$ cat config.mk
export PLATFORM = sky130hd
export DESIGN_NAME = multimode_counter
export DESIGN_NICKNAME = d
export VERILOG_FILES = /design/src/rtl/multimode_counter.sv
export SDC_FILE = /design/constraint.sdc
export NUM_CORES = 1
export LEC_CHECK = 0
export ABC_AREA = 1
export BUFFER_PORTS_ARGS = -buffer_cell sky130_fd_sc_hd__buf_2
export CAP_MARGIN = 20
export CELL_PAD_IN_SITES_DETAIL_PLACEMENT = 2
export CELL_PAD_IN_SITES_GLOBAL_PLACEMENT = 2
export CORE_UTILIZATION = 33
export DETAILED_ROUTE_END_ITERATION = 8
export PLACE_DENSITY = 0.9
export SLEW_MARGIN = 10
export SYNTH_ARGS = -nofsm -noshare
export SYNTH_HDL_FRONTEND = slang
export SYNTH_SLANG_ARGS = --single-unit
$ cat constraint.sdc
create_clock -name clk -period 6.6 [get_ports clk]
set_input_delay 0.99 -clock clk [delete_from_list [all_inputs] [get_ports clk]]
set_output_delay 0.99 -clock clk [all_outputs]
set_load 0.1 [all_outputs]
$ cat src/rtl/multimode_counter.sv
// Multi-mode counter with binary, Gray, ring and Johnson sequences, up/down, synchronous load,
// a modulo limit for binary/Gray, optional saturation, a wrap pulse and ring/Johnson illegal-state recovery.
module multimode_counter #(
    parameter int COUNT_WIDTH = 8,
    parameter bit SATURATE    = 1'b0
) (
    input  logic                   clk,
    input  logic                   reset_,
    input  logic                   count_dir,
    input  logic                   count_enable_,
    input  logic [1:0]             count_type,
    input  logic                   load_,
    input  logic [COUNT_WIDTH-1:0] load_val,
    input  logic [COUNT_WIDTH-1:0] count_limit,
    output logic [COUNT_WIDTH-1:0] count,
    output logic                   wrap,
    output logic                   illegal
);

    localparam int W = COUNT_WIDTH;
    localparam logic [W-1:0] ZERO = '0;
    localparam logic [W-1:0] ONE  = {{(W-1){1'b0}}, 1'b1};

    typedef enum logic [1:0] {
        MODE_BIN  = 2'b00,
        MODE_GRAY = 2'b01,
        MODE_RING = 2'b10,
        MODE_JOHN = 2'b11
    } mode_t;

    mode_t          mode_q;
    logic [W-1:0]   count_nxt;
    logic           wrap_nxt;
    logic           illegal_nxt;
    logic [W:0]     bin_res;
    logic [W:0]     gray_res;

    function automatic logic [W-1:0] to_gray(input logic [W-1:0] b);
        return b ^ (b >> 1);
    endfunction

    function automatic logic [W-1:0] from_gray(input logic [W-1:0] g);
        logic [W-1:0] b;
        b[W-1] = g[W-1];
        for (int i = W - 2; i >= 0; i--) begin
            b[i] = b[i+1] ^ g[i];
        end
        return b;
    endfunction

    // Returns {wrap, next}; values above the limit wrap on the way up and decrement on the way down.
    function automatic logic [W:0] bin_step(input logic [W-1:0] cur,
                                            input logic [W-1:0] lim,
                                            input logic         up);
        logic [W:0] r;
        if (up) begin
            if (cur >= lim) r = SATURATE ? {1'b0, cur} : {1'b1, ZERO};
            else            r = {1'b0, cur + ONE};
        end else begin
            if (cur == ZERO) r = SATURATE ? {1'b0, ZERO} : {1'b1, lim};
            else             r = {1'b0, cur - ONE};
        end
        return r;
    endfunction

    function automatic logic ring_legal(input logic [W-1:0] v);
        int n;
        n = 0;
        for (int i = 0; i < W; i++) begin
            if (v[i]) n++;
        end
        return (n == 1);
    endfunction

    // A Johnson code has at most one boundary between adjacent bits.
    function automatic logic john_legal(input logic [W-1:0] v);
        logic [W-1:0] t;
        int           n;
        t = v ^ (v >> 1);
        n = 0;
        for (int i = 0; i < W - 1; i++) begin
            if (t[i]) n++;
        end
        return (n <= 1);
    endfunction

    function automatic logic [W-1:0] seed(input logic [1:0] m);
        return (m == MODE_RING) ? ONE : ZERO;
    endfunction

    assign bin_res  = bin_step(count, count_limit, count_dir);
    assign gray_res = bin_step(from_gray(count), count_limit, count_dir);

    always_comb begin
        count_nxt   = count;
        wrap_nxt    = 1'b0;
        illegal_nxt = 1'b0;
        if (!load_) begin
            count_nxt = load_val;
        end else if (count_type != mode_q) begin
            count_nxt = seed(count_type);
        end else if (!count_enable_) begin
            case (mode_q)
                MODE_BIN: begin
                    count_nxt = bin_res[W-1:0];
                    wrap_nxt  = bin_res[W];
                end
                MODE_GRAY: begin
                    count_nxt = to_gray(gray_res[W-1:0]);
                    wrap_nxt  = gray_res[W];
                end
                MODE_RING: begin
                    if (!ring_legal(count)) begin
                        count_nxt   = ONE;
                        illegal_nxt = 1'b1;
                    end else if (count_dir) begin
                        count_nxt = {count[0], count[W-1:1]};
                        wrap_nxt  = count[0];
                    end else begin
                        count_nxt = {count[W-2:0], count[W-1]};
                        wrap_nxt  = count[W-1];
                    end
                end
                default: begin
                    if (!john_legal(count)) begin
                        count_nxt   = ZERO;
                        illegal_nxt = 1'b1;
                    end else begin
                        count_nxt = count_dir ? {~count[0], count[W-1:1]}
                                              : {count[W-2:0], ~count[W-1]};
                        wrap_nxt  = (count_nxt == ZERO);
                    end
                end
            endcase
        end
    end

    always_ff @(posedge clk or negedge reset_) begin
        if (!reset_) begin
            count   <= '0;
            wrap    <= 1'b0;
            illegal <= 1'b0;
            mode_q  <= MODE_BIN;
        end else begin
            count   <= count_nxt;
            wrap    <= wrap_nxt;
            illegal <= illegal_nxt;
            mode_q  <= mode_t'(count_type);
        end
    end

endmodule

# After elaboration in Yosys (flattened, before gate mapping)
# Index checks and enable logic that the tools add are counted.
# W data, S select, Z words.
[word_totals] wordCells=150 ff_bits=12 inputBits=23
[classes] magnitude_cmp=3 add_sub_neg=17 bitwise=11 n_eq_ne=6 mux=103 reduce_logical=6
[op_table] cell="$mux W32" n=73
[op_table] cell="$add A32 B2 Y32 const B" n=13
[op_table] cell="$mux W8" n=7
[op_table] cell="$mux W9" n=6
[op_table] cell="$eq A32 B2 Y1 const B" n=1
[op_table] cell="$le A32 B2 Y1 const B" n=1
[op_table] cell="$logic_not A8 Y1" n=3
[op_table] cell="$pmux W8 S3" n=1
[op_table] cell="$add A8 B1 Y8 const B" n=2
[op_table] cell="$ge A8 B8 Y1" n=2
[op_table] cell="$sub A8 B1 Y8 const B" n=2
[op_table] cell="$mux W1" n=14
[op_table] cell="$xor A8 B7 Y8" n=1
[op_table] cell="$xor A1 B1 Y1" n=7
[op_table] cell="$xor A7 B7 Y7" n=1
[op_table] cell="$eq A2 B2 Y1 const B" n=2
[op_table] cell="$ne A3 B2 Y1 const B" n=1
[op_table] cell="$pmux W1 S3" n=1
[op_table] cell="$reduce_or A3 Y1" n=1
[op_table] cell="$eq A2 B1 Y1 const B" n=1
[op_table] cell="$logic_not A2 Y1" n=1
[op_table] cell="$ne A2 B2 Y1" n=1
[op_table] cell="$not A1 Y1" n=2
[op_table] cell="$pmux W1 S2" n=1
[op_table] cell="$reduce_or A2 Y1" n=1

# Depth between registers and ports, before layout
[logic_depth] ltp_word=53 mapped_depth=33

# Worst setup path after synthesis
# OpenSTA, ideal clock, no wires.
[synth_path] kind="register to register" start="register count[6]" end="register count[1]" t_arrival_ps=5279 period_less_slack_ps=5400 path_stages_with_launch=28 setup_slack_ps=1200 path_buffers=0 cell_sequence="dfrtp_1 inv_2 ha_1 ha_1 inv_1 ha_1 inv_1 ha_1 inv_1 ha_1 inv_1 ha_1 inv_1 ha_1 ha_1 inv_1 a21oi_1 o21ai_0 nand2_1 nand4_1 o22ai_1 nand2_1 nand3_1 nand2_1 nor2_1 nand2_1 a21oi_1 nor2_1"
[synth_via] elab_chain_len=18
[synth_lines] element="from (decl)" line_no="15" source="output logic [COUNT_WIDTH-1:0] count,"
[synth_lines] element="from (signal assigned)" line_no="145" source="count <= count_nxt;"
[synth_lines] element="$xor A7 B7 Y7" line_no="79" source="t = v ^ (v >> 1);"
[synth_lines] element="$mux W32" line_no="82" source="if (t[i]) n++;"
[synth_lines] element="$mux W32" line_no="103" source="case (mode_q)"
[synth_lines] element="$mux W32" line_no="102" source="end else if (!count_enable_) begin"
[synth_lines] element="$mux W32" line_no="100" source="end else if (count_type != mode_q) begin"
[synth_lines] element="$mux W32" line_no="98" source="if (!load_) begin"
[synth_lines] element="$add A32 B2 Y32" line_no="82"
[synth_lines] element="$mux W32" line_no="82"
[synth_lines] element="[... 2 more ...]"
[synth_lines] element="$mux W32" line_no="100"
[synth_lines] element="$mux W32" line_no="98"
[synth_lines] element="$le A32 B2 Y1" line_no="84" source="return (n <= 1);"
[synth_lines] element="$mux W8" line_no="125" source="if (!john_legal(count)) begin"
[synth_lines] element="$pmux W8 S3 *" line_no="103"
[synth_lines] element="$mux W8 *" line_no="102"
[synth_lines] element="$mux W8 *" line_no="100"
[synth_lines] element="$mux W8 *" line_no="98"
# Mark *: on every way between the ends. The rest lies on a longest branch, timed or not. The select of a mux whose other input is x is not followed.
# A chain may end at the register's enable or synchronous reset.

# Worst setup path after layout
# Ends and elaborated chain as after synthesis.

==> impl_metrics.py <==
metrics = {
    "worst_setup_path": {
        "crit_buf_inv": 7,
        "critPathLaunchType": "register",
        "crit_required_ps": 6750,
        "critPathSlowestCell": "dfrtp_1",
        "cp_top_family": "adder cells",
        "path_class": "reg2reg",
        "end_kind": "register",
        "crit_fanout": 10,
        "arrival_ps": 6070,
        "reg2reg_setup_slack_ps": 670,
        "path_common_cell": "ha_1",
        "cpPeakStageDelay_ps": 600,
    },
    "cts": {
        "clkSinkCount": 12,
        "postCtsResizedCells": 0,
        "cts.path.max_buffers": 2,
        "clock_latency_ps": 250,
        "cts.clk_slew.worst_paths_ps": 60,
        "cts_tree": "yes",
        "cts_setup_buffers": 0,
        "clock-root-buffer": "clkbuf_8",
        "cts_buffers": 3,
        "cts-htree-levels": 1,
        "hold_buffers": 0,
    },
    "floorplanning": {
        "die_area_sq_mm": 0.0113,
        "die_x_um": 106,
        "die_h_um": 106,
        "io-pin-count": 33,
        "start_util": 0.344,
        "coreArea_sq_mm": 0.0104,
        "num_rows": 37,
    },
    "routing": {
        "routed_wl_mm": 14.6,
        "vias": 4074,
        "drc_errors": 0,
        "viasPerCell": 5.45,
        "drt_pass1_iterations": 4,
        "routedWlPerCell_um": 19.5,
        "drt_iter0_drc": 154,
        "route.antenna.remaining_nets": 0,
    },
    "outcome": {
        "status": "finished, final reports clean",
    },
    "finish": {
        "stdcell_area_sq_mm": 0.00387,
        "fin_nets": 692,
        "syn2layout_area_growth_pct": 8.11,
        "final_layout_size_suffix_gt1_frac": 0.146,
        "n_fill_cell": 1365,
        "antenna_cells": 0,
    },
    "timing": {
        "min_period_ps": 5930,
        "setup_violations": 0,
        "rsz0062_at_grt": "false",
        "skew_ps": 2.03,
        "fmaxAchievable_mhz": 169,
        "slew_violations": 0,
        "slew_headroom": 0.571,
        "worst_slew_pin_slew_ps": 643,
        "finalSetupTns_ps": 0,
        "hold_viol": 0,
        "period_share": 0.898,
    },
    "place": {
        "routabilityCongestion": 0.878,
        "hpwl_mm": 12.0,
        "io_buffers": 32,
        "postPlaceCellArea_sq_mm": 0.00383,
    },
    "yosys": {
        "synth_commonest_cells": "nand2_1 (149), inv_1 (80), nor2_1 (64)",
        "syn-num-nets": 667,
        "synth_flop_cell": "dfrtp_1",
        "synth_cell_types": 47,
        "avgSynthCellArea_sq_um": 6.09,
        "syn_area_sq_mm": 0.00358,
        "synthMostInstantiatedCell": "nand2_1",
        "ys_warn_count": 0,
        "synth_seq_cells": 12,
        "ys_async_sr_fraction": 1.00,
        "yosysTopAreaCell": "ha_1",
        "synth_edf_count": 0,
        "synth_area_leaders": "ha_1 (20%), nand2_1 (16%), dfrtp_1 (8.4%)",
        "synth_top_area_frac": 0.196,
        "ys_seq_area_frac": 0.0839,
        "synthCells": 588,
    },
    "grt": {
        "overflow": 0,
        "grt_usage": 0.268,
        "antenna_found_initial": 0,
        "grt_max_degree": 32,
        "grt_first_pass_wirelength_mm": 23.7,
        "grt_pass1_vias": 4675,
    },
    "pwr": {
        "p_leak_uw": 0.00214,
        "vdd_ir_drop_max_mv": 0.174,
        "power_density_mw_per_mm2": 337,
    },
    "flow_run": {
        "drv_cap": 0,
    },
    "min_path": {
        "hp-class": "in2async",
    },
}
==> stage by stage <==
step | std cells | hold WS (ps) | util | setup WS, ps | power [uW]
finish | 747 | 631 | 0.372 | 674 | 1310
global route | 747 | 652 | 0.372 | 303 | 1440
CTS | 747 | 637 | 0.372 | 663 | 1310
detailed placement | 744 | 725 | 0.368 | 677 | 1230
global placement | 744 | 681 | 0.368 | 1290 | 1130
floorplan | 588 | 694 | - | 1200 | 913
==> path summary, 6_finish.rpt <==
| check | from | endpoint | depth (start not counted) |
|---|---|---|---|
| max reg2reg | count[6] | count[1] | 27 |
| min in group clk | count[0] | count[0] | 3 |
| max in group asynchronous | reset_ | count[7] | 1 |
| max | count[6] | count[1] | 27 |
| min reg2reg | count[0] | count[0] | 3 |
| min | reset_ | count[0] | 1 |
==> cells in the final DEF (no fill, tap or decap), drive strengths merged <==
cell type / count
inv: 88
a31oi: 2
nand4: 16
xnor2: 3
dfrtp: 12
o21ai: 39
buf: 36
xor2: 15
nand2: 168
nand3b: 2
nand3: 37
a21oi: 41
o21bai: 2
nor2: 68
nor3: 1
ha: 56
a211oi: 2
nor4: 2
o311a: 1
a22o: 2
a22oi: 2
clkinv: 1
or2: 3
a32oi: 1
clkbuf: 3
o211ai: 1
o21a: 2
a32o: 1
o22ai: 4
==> logic make-up after synthesis <==
| family | share of synthesized area |
|---|---|
| DFF | 0.0839 |
| AOI/OAI and AO/OA | 0.161 |
| adders and majority gates | 0.196 |
| xor gates and xnor gates | 0.0440 |
| buffers and inverters | 0.125 |
| and+or+nand+nor | 0.390 |
==> metal layers <==
layer	global-route usage	up-vias	part of all wire	routed length [um]
li1	-	1952	-	-
met5	0	-	0	0
met1	0.314	1988	0.42	6120
met2	0.498	97	0.51	7420
met4	0.107	0	0.033	483
met3	0.0239	37	0.037	544
==> cell type report <==
type,count,area (sq um),share of cell area
Clock buffer,3,41.3,0.0107
Inverter,89,337,0.0870
Multi-Input combinational cell,471,2830,0.732
Sequential cell,12,300,0.0776
Tap cell,136,170,0.0440
Timing Repair Buffer,36,190,0.0491
==> state kept, by name, summed over array words and instances (netlist names) <==
name and cells:
count 8, illegal 1, mode_q 2, wrap 1
==> where the power goes <==
group	switching [uW]	internal, uW
Combinational	766	365
Clock	32.4	40.6
Sequential	19.9	81.2
Power figures use the tool's default switching activity.
